**src/rtl/xor_skolem_pkg.sv**
```systemverilog
// Shared types and helpers for the frame-parity Skolem evaluator.
package xor_skolem_pkg;

  // Result polarity selected by in_invert on the closing beat of a frame.
  localparam logic MODE_XOR  = 1'b0;
  localparam logic MODE_XNOR = 1'b1;

  // Number of leaves in the reduction tree: enough CHUNK-wide slices to
  // cover WIDTH bits, rounded up to a power of two so the fold is balanced.
  function automatic int leaf_count(input int width, input int chunk);
    int raw;
    raw = (width + chunk - 1) / chunk;
    return 1 << $clog2(raw);
  endfunction

  // Contents of the first pipeline stage for one accepted beat.
  typedef struct packed {
    logic p;       // parity of the beat's data bits
    logic last;    // beat closes the frame
    logic invert;  // polarity request, only meaningful when last=1
  } s1_t;

endpackage

```
**src/rtl/xor_reduce_tree.sv**
```systemverilog
// Combinational XOR reduction: per-slice leaf XORs followed by a balanced
// fold of the leaf results. The top slice and any spare leaves are zero-padded,
// which leaves the parity unchanged.
module xor_reduce_tree
  import xor_skolem_pkg::*;
#(
  parameter int WIDTH = 6,
  parameter int CHUNK = 8
) (
  input  logic [WIDTH-1:0] data,
  output logic             parity
);

  localparam int NL = leaf_count(WIDTH, CHUNK);
  localparam int PW = NL * CHUNK;

  logic [PW-1:0] padded;
  logic [NL-1:0] leaf;
  logic [NL-1:0] fold;

  // Widen the input to a whole number of leaves.
  always_comb begin
    padded = '0;
    padded[WIDTH-1:0] = data;
  end

  for (genvar g = 0; g < NL; g++) begin : g_leaf
    assign leaf[g] = ^padded[g*CHUNK +: CHUNK];
  end

  // Pairwise fold, halving the live leaf count each level.
  // Writing index i only ever overwrites entries already consumed at this level.
  always_comb begin
    fold = leaf;
    for (int s = NL / 2; s >= 1; s = s / 2) begin
      for (int i = 0; i < s; i++) begin
        fold[i] = fold[2*i] ^ fold[2*i+1];
      end
    end
    parity = fold[0];
  end

endmodule

```
**src/rtl/xor_skolem_stream.sv**
```systemverilog
// Streaming frame-parity evaluator. Stage 1 registers the parity of each
// accepted beat; stage 2 accumulates parity and beat count across the frame
// and presents the result with valid/ready. Both stages freeze together while
// the consumer stalls, so in_ready is simply the inverse of that stall.
module xor_skolem_stream
  import xor_skolem_pkg::*;
#(
  parameter int WIDTH  = 6,
  parameter int CHUNK  = 8,
  parameter int BEAT_W = 8
) (
  input  logic              clk,
  input  logic              rst,
  input  logic [WIDTH-1:0]  in_data,
  input  logic              in_valid,
  input  logic              in_last,
  input  logic              in_invert,
  output logic              in_ready,
  output logic              out_bit,
  output logic [BEAT_W-1:0] out_beats,
  output logic              out_valid,
  input  logic              out_ready
);

  localparam logic [BEAT_W-1:0] CNT_MAX = '1;
  localparam logic [BEAT_W-1:0] CNT_ONE = 1;

  logic              stall;
  logic              beat_p;
  s1_t               s1_q;
  logic              s1_valid_q;
  logic              acc_q;
  logic [BEAT_W-1:0] cnt_q;
  logic [BEAT_W-1:0] cnt_inc;

  xor_reduce_tree #(
    .WIDTH (WIDTH),
    .CHUNK (CHUNK)
  ) u_tree (
    .data   (in_data),
    .parity (beat_p)
  );

  // A held result blocks the whole pipe; a result being taken this cycle
  // frees it, so a new beat can enter while the old result leaves.
  assign stall    = out_valid & ~out_ready;
  assign in_ready = ~stall;

  // Beat counter increment that sticks at all-ones.
  assign cnt_inc = (cnt_q == CNT_MAX) ? cnt_q : cnt_q + CNT_ONE;

  // Stage 1: capture the beat's parity and framing flags.
  always_ff @(posedge clk or posedge rst) begin
    if (rst) begin
      s1_valid_q <= 1'b0;
      s1_q       <= '0;
    end else if (!stall) begin
      s1_valid_q <= in_valid;
      if (in_valid) begin
        s1_q <= '{p: beat_p, last: in_last, invert: in_invert};
      end
    end
  end

  // Stage 2: accumulate across the frame and publish on the closing beat.
  always_ff @(posedge clk or posedge rst) begin
    if (rst) begin
      acc_q     <= 1'b0;
      cnt_q     <= '0;
      out_valid <= 1'b0;
      out_bit   <= 1'b0;
      out_beats <= '0;
    end else if (!stall) begin
      out_valid <= s1_valid_q & s1_q.last;
      if (s1_valid_q) begin
        if (s1_q.last) begin
          out_bit   <= acc_q ^ s1_q.p ^ (s1_q.invert == MODE_XNOR);
          out_beats <= cnt_inc;
          acc_q     <= 1'b0;
          cnt_q     <= '0;
        end else begin
          acc_q <= acc_q ^ s1_q.p;
          cnt_q <= cnt_inc;
        end
      end
    end
  end

endmodule

```
**config.mk**
```make
export PLATFORM = sky130hd
export DESIGN_NAME = xor_skolem_stream
export DESIGN_NICKNAME = d
export VERILOG_FILES = /design/src/rtl/xor_skolem_pkg.sv /design/src/rtl/xor_reduce_tree.sv /design/src/rtl/xor_skolem_stream.sv
export SDC_FILE = /design/constraint.sdc
export NUM_CORES = 1
export LEC_CHECK = 0
export ABC_AREA = 0
export CORE_MARGIN = 5
export CORE_UTILIZATION = 51
export DETAILED_ROUTE_END_ITERATION = 8
export GPL_TIMING_DRIVEN = 0
export PLACE_DENSITY = 0.78
export SYNTH_ARGS = -nofsm -noshare
export SYNTH_HDL_FRONTEND = slang
export SYNTH_SLANG_ARGS = --single-unit
```
**constraint.sdc**
```tcl
create_clock -name clk -period 1.8 [get_ports clk]
set_input_delay 0.36 -clock clk [delete_from_list [all_inputs] [get_ports clk]]
set_output_delay 0.36 -clock clk [all_outputs]
set_load 0.02 [all_outputs]
```
## Word-level counts from Yosys, hierarchy flattened

Cells that the tools add are included.

| cells by class | value |
|---|---|
| add/sub/neg operators | 1 |
| multiply operators | 0 |
| divide/modulo/power cells | 0 |
| order comparisons | 0 |
| equal/unequal tests | 1 |
| shift-type cells | 0 |
| mux-type cells | 3 |
| bitwise operators | 6 |
| reductions and logical operators | 4 |

Operator list:

| cell | count |
|---|---|
| $mux W8 | 2 |
| $add A8 B1 Y8 const B | 1 |
| $eq A8 B8 Y1 const B | 1 |
| $reduce_xor A8 Y1 | 1 |
| $reduce_and A2 Y1 | 2 |
| $reduce_and A3 Y1 | 1 |
| $and A1 B1 Y1 | 2 |
| $not A1 Y1 | 2 |
| $xor A1 B1 Y1 | 2 |
| $mux W1 | 1 |

| word-level totals | value |
|---|---|
| register bits | 23 |
| bits in latches | 0 |
| memory bits (writable) | 0 |
| ROM bits | 0 |
| bits of input ports | 12 |
| output and inout bits | 11 |
| logic and storage cells | 24 |
| memories kept | 0 |

## Longest topological paths before layout

Gate-level depths: netlist (run 1).

| depth | value |
|---|---|
| depth in word-level cells | 4 |
| depth in mapped cells | 6 |
| depth with buffers taken out | 5 |

## By module

A second synthesis (run 1) with hierarchy kept.

| second synthesis, totals | value |
|---|---|
| cells, all modules | 122 |
| area total of the unflattened synthesis | 1218.7 sq um |

By module, submodules not included:

| module | instances | cells an instance | area each (sq um) |
|---|---|---|---|
| xor_skolem_stream | 1 | 118 | 1162.4 |
| xor_reduce_tree | 1 | 4 | 56.3 |

## Least setup slack after synthesis (run 1)

No wires, ideal clock.

| timing | value |
|---|---|
| kind | reg-to-reg |
| start point | register cnt_q[0] |
| end point | register cnt_q[0] |
| library setup time | 0.127 ns |
| arrival time | 1.336 ns |
| data required time | 1.673 ns |
| slack | 0.337 ns |
| stages on the path, launching flop included | 6 |
| clock period less this slack | 1.463 ns |
| cell sequence | dfrtp_1 ha_1 and2_2 nand3_4 nor3b_1 a221o_2 |

| on the way | value |
|---|---|
| word-level cells in the longest chain between the ends | 3 |
| elaborated cells on any way between the ends | 4 |
| those cells by class | add/sub: 1; eq/ne: 1; mux: 2 |

RTL lines:

| what | RTL line | source |
|---|---|---|
| start, declared | xor_skolem_stream.sv:33 | `logic [BEAT_W-1:0] cnt_q;` |
| start signal, assigned | xor_skolem_stream.sv:83 | `cnt_q <= cnt_inc;` |
| $add A8 B1 Y8 or $eq A8 B8 Y1 (tied branches) | xor_skolem_stream.sv:50 | `assign cnt_inc = (cnt_q == CNT_MAX) ? cnt_q : cnt_q + CNT_ONE;` |
| $mux W8 (*) | xor_skolem_stream.sv:50 |  |
| $mux W8 (*) | xor_skolem_stream.sv:76 | `if (s1_q.last) begin` |

Mark *: on every way between the ends. The rest lies on a longest branch, timed or not.
A chain may end at the register's enable or synchronous reset.

## Final worst setup path (run 1)

| timing | value |
|---|---|
| start point | input out_ready |
| end point | output in_ready |

| on the way | value |
|---|---|
| word-level cells in the longest chain between the ends | 3 |

RTL lines:

| what | RTL line | source |
|---|---|---|
| start, declared | xor_skolem_stream.sv:22 | `input logic out_ready` |
| $not A1 Y1 | xor_skolem_stream.sv:46 | `assign stall = out_valid & ~out_ready;` |
| $and A1 B1 Y1 | xor_skolem_stream.sv:46 |  |
| $not A1 Y1 (no line) | n/a |  |
| end, declared | xor_skolem_stream.sv:18 | `output logic in_ready,` |

Every way passes these cells.

==> reports/results.ini, run 1 <==
[timing]
fin_hold_ws_ps=493
max_freq_mhz=578
clock_skew_ps=1.84
timing.final.crit_share_pct=96.1
setup_slack_ps=70.4
rsz0062_at_grt=no
finalMaxSlewViolations=0
worst_pin_slew_ps=876
finalCriticalPeriod_ps=1730
setup_viol_count_final=0
max_slew_margin_pct=41.6
hold_viol=0

[cells_and_area]
area_growth_pct=22.9
design_area_sq_mm=0.00151
fin_cells=174
drive_above_1_share_pct=13.7
final_cell_mix=23 x dfrtp_1, 21 x clkdlybuf4s50_1, 14 x nand2_1, 11 x a21oi_1, 8 x o21ai_0
seqCellArea_sq_um=576
diodes=0
final_nets=160
final_common_cell=dfrtp_1
nFillCells=198
multi_input_area_sq_um=568

[die]
rows=17
die_h_um=59.0
initial_core_util_pct=54.4
die_area_sq_mm=0.00349
die_x_um=59.0
core_sq_mm=0.00225
pin_count=23

[detailed_routing]
drt-initial-drc-count=8
drc=0
firstDrtPassIters=4
routedWlPerCell_um=14.1
routed_wl_mm=2.46
final_antenna_net_count=0
vias=977
avgViaCountPerCell=5.61

[cts]
cts_tree=yes
cts_resized=1
cts_root_buf=clkbuf_4
clock_sinks=23
clockBufferDepth=2
h-tree-depth=1
clock_latency_ps=300
cts_buffers=3
hold_buffers=0
post-cts-setup-buffer-count=0
clkTransAtPathRegs_ps=120

[yosys]
synth_flop_cell=dfrtp_1
syn_inst=120
synth_area_leaders=dfrtp_1 47%, xnor2_1 5.0%, buf_6 4.6%
synth_seq_cells=23
async_flop_share_pct=100
synth_nets=133
yosysUniqueCellTypes=37
synth_edf_count=0
ys_seq_area_share_pct=46.9
netlist_area_sq_mm=0.00123
yosysTopAreaCell=dfrtp_1
yosysWarnings=0
synth_top_area_share_pct=46.9
avgSynthCellArea_sq_um=10.2

[worst_setup_path]
cp-endpoint=in_ready
reg2regPathDepth=5
worst_setup_path_start_kind=input pin
critPathLaunch=out_ready
crit_path_end_kind=primary output
r2r_start=cnt_q[0]$_DFFE_PP0P_
cp_data_required_time_ps=1440
worstPathMaxFanout=9
reg2reg_to=cnt_q[0]$_DFFE_PP0P_
critical_path_class=input pin to primary output
rrSetupSlack_ps=200
worstPathArrival_ps=1370

[min_path]
hp-start=out_beats[2]$_DFFE_PP0P_
hold_path.class=register to register

[power]
p_leak_uw=0.000660
powerDensity_mw_per_mm2=1010
peakVddDrop_mv=0.742

[place]
dp_slack_ps=-211
placed_area_sq_mm=0.00148
numPortBuffers=22
gp_congestion=0.838
place_hpwl_mm=1.81
placed_cells_incl_taps=170

[status]
status=completed

[global_routing]
overflow=0
grt_first_pass_wirelength_mm=4.39
antenna_found_initial=0
grtUsageTotal_pct=16.3
grt_max_degree=24
first_global_vias=957

[job]
drv_cap=0

## state kept, by name (all words and copies together), names as in the netlist
register,flops
s1_q,3
cnt_q,8
out_beats,8
out_valid,1
out_bit,1
s1_valid_q,1
acc_q,1
## logic make-up (layout without fill, tap and decap cells)
logic type                 count (synthesis)  in the layout  synth area share, %
AOI/OAI and AO/OA                         36             36                 19.3
xor gates and xnor gates                   7              7                 5.00
adders and majority gates                  1              1                 1.02
buffers and inverters                     11             37                 6.73
DFF                                       23             23                 46.9
muxes                                      5              5                 4.49
and+or+nand+nor                           37             37                 16.5
## worst max-delay path, stage by stage
cell	delay [ps]
clkdlybuf4s50_1	440
nand2b_1	110
buf_6	120
dlygate4sd2_1	340
## where the power goes
group,total (uW),leakage [uW],internal [uW],switching [uW]
Clock,237,0.0000150,86.4,150
Sequential,712,0.000302,625,87.7
Combinational,565,0.000343,284,281
## routing by layer
layer / wire [um] / share of wire [%] / vias up / GRT usage (%)
li1: - / - / 483 / -
met1: 1120 / 45 / 468 / 21.8
met2: 1170 / 48 / 24 / 26.7
met3: 145 / 5.9 / 2 / 2.61
met4: 18 / 0.73 / 0 / 5.83
met5: 0 / 0 / - / 0
## final cells by class
cell class	instances	area share [%]
sequential	23	38.2
multi-input combinational	86	37.7
timing repair buffer	22	14.5
buffer	8	4.73
tap	28	2.33
clock buffer	4	1.74
inverter	3	0.748
## through the flow
stage / TNS, ps / total power [uW] / util [%]
final: 0 / 1510 / 66.8
after global routing: 0 / 1650 / 66.8
after CTS: 0 / 1530 / 66.8
after detailed placement: -700 / 1300 / 65.7
after global placement: -462 / 1270 / 65.7
after floorplan: 0 / 1080 / -
## worst min path at each step
stage	end	slack, ps	depth (start not counted)
floorplan	acc_q$_DFFE_PP0P_	360	1
global placement	out_beats[3]$_DFFE_PP0P_	460	1
detailed placement	out_beats[2]$_DFFE_PP0P_	470	2
CTS	out_beats[2]$_DFFE_PP0P_	500	2
global route	out_beats[6]$_DFFE_PP0P_	520	2
finish	out_beats[2]$_DFFE_PP0P_	490	2
## cell usage after synthesis, types with 2 or more instances
library cell and number:
nor2_1 4, nand2_1 14, and3_1 5, o21ai_0 8, clkbuf_1 2, o31ai_1 3
a21oi_1 11, nor3_1 2, mux2_2 4, nor2b_1 2, buf_6 5, xnor2_1 7
dfrtp_1 23, inv_1 3, a31oi_1 3, o21a_1 3
Note: power is estimated with default switching activity, not from simulation.
==> run 2, diff against run 1 <==
--- a/config.mk
+++ b/config.mk
@@ -6,7 +6,7 @@
 export NUM_CORES = 1
 export LEC_CHECK = 0
 export ABC_AREA = 0
-export CORE_MARGIN = 5
+export CORE_MARGIN = 8
 export CORE_UTILIZATION = 51
 export DETAILED_ROUTE_END_ITERATION = 8
 export GPL_TIMING_DRIVEN = 0
==> run 2 against run 1 <==
Effect of this change:
- routed wire length up 0.86%
- sequential power about the same
- non-clock buffer count unchanged
- highest routed layer unchanged
- die area up 21%
- critical path type unchanged
- critical path depth unchanged
- sequential cell count unchanged
==> reports/results.ini, run 2 (synthesis gave the netlist of run 1 again) <==
[status]
status=completed

[global_routing]
grt_max_degree=24
grt_first_pass_wirelength_mm=4.38
grtUsageTotal_pct=12.6
first_global_vias=991
antenna_found_initial=0
overflow=0

[timing]
fin_hold_ws_ps=485
max_slew_margin_pct=41.9
hold_viol=0
worst_pin_slew_ps=870
setup_slack_ps=58.9
timing.final.crit_share_pct=96.7
finalCriticalPeriod_ps=1740
setup_viol_count_final=0
rsz0062_at_grt=no
finalMaxSlewViolations=0
fin_setup_tns_ps=0
clock_skew_ps=4.05
max_freq_mhz=574

[die]
rows=17
pin_count=23
core_sq_mm=0.00223
die_area_sq_mm=0.00423
die_x_um=65.0
initial_core_util_pct=54.9
die_h_um=65.0

[power]
p_clk_share_pct=15.5
combPwrFrac_pct=37.3
swShare_pct=34.0
switching_power_uw=513
p_leak_uw=0.000660
internal-power_uw=995
p_seq_share_pct=47.2
peakVddDrop_mv=0.657
powerDensity_mw_per_mm2=1000

[detailed_routing]
vias=981
firstDrtPassIters=4
avgViaCountPerCell=5.64
final_antenna_net_count=0
routed_wl_mm=2.48
routedWlPerCell_um=14.2
drc=0
drt-initial-drc-count=44

[cells_and_area]
fin_util_pct=67.5
largestRegisters=cnt_q: 8 flops, out_beats: 8 flops, s1_q: 3 flops
drive_above_1_share_pct=13.7
multi_input_area_sq_um=568
final_nets=160
final_common_cell=dfrtp_1
area_growth_pct=22.9
final_cell_mix=23 x dfrtp_1, 21 x clkdlybuf4s50_1, 14 x nand2_1, 11 x a21oi_1, 8 x o21ai_0
seqCellArea_sq_um=576
nFillCells=170
diodes=0

[cts]
hold_buffers=0
cts_tree=yes
post-cts-setup-buffer-count=0
cts_resized=1
cts_root_buf=clkbuf_4
h-tree-depth=1
clockBufferDepth=2
clkTransAtPathRegs_ps=120
clock_sinks=23
cts_buffers=3
clock_latency_ps=300

[place]
place_hpwl_mm=1.88
gp_congestion=0.902
dp_slack_ps=-219
numPortBuffers=22

[worst_setup_path]
rrSetupSlack_ps=200
cp_data_required_time_ps=1440
critical_path_class=input pin to primary output
worstPathMaxFanout=9
worst_setup_path_start_kind=input pin
worstPathArrival_ps=1380
crit_path_end_kind=primary output

[min_path]
hold_path.class=register to register

[job]
drv_cap=0

run 2: cell counts in the layout (fill, tap and decap cells not counted):
Identical to the previous run, type by type.
run 2: critical path: stages:
cell and delay (ps):
clkdlybuf4s50_1 440, nand2b_1 120, buf_6 130, dlygate4sd2_1 330
run 2: layout make-up:
class / instances / area share (%)
buffer: 8 / 4.73
clock buffer: 4 / 1.74
inverter: 3 / 0.748
multi-input combinational: 86 / 37.7
sequential: 23 / 38.2
tap: 28 / 2.33
timing repair buffer: 22 / 14.5
run 2: worst paths after layout:
check                                               from                  endpoint  cells after the start
min in group asynchronous                            rst  out_beats[0]$_DFFE_PP0P_                      2
worst min register to register  out_beats[3]$_DFFE_PP0P_  out_beats[3]$_DFFE_PP0P_                      1
worst max-delay path                           out_ready                  in_ready                      4
worst max register to register      cnt_q[0]$_DFFE_PP0P_      cnt_q[0]$_DFFE_PP0P_                      5
worst min-delay path            out_beats[3]$_DFFE_PP0P_  out_beats[3]$_DFFE_PP0P_                      1
max in group asynchronous                            rst  out_beats[2]$_DFFE_PP0P_                      2
run 2: routing by layer:
metal	vias to the layer above	track usage, %	wire length (um)
met5	-	0	0
met4	0	4.09	14
met3	2	4.64	224
met2	30	21.2	1190
met1	466	14.4	1050
li1	483	-	-
run 2: power groups by stage:
stage / Combinational, uW / Clock, uW / Sequential [uW]
floorplan: 310 / 0 / 771
global placement: 560 / 0 / 717
global route: 616 / 262 / 729
CTS: 572 / 244 / 712
detailed placement: 572 / 0 / 723
finish: 562 / 234 / 712
run 2: metrics by stage:
step	total power, uW	cells	area, sq um
after floorplan	1080	120	1230
final	1510	174	1510
after CTS	1530	174	1510
after detailed placement	1300	170	1480
after global placement	1280	170	1480
after global routing	1610	174	1510
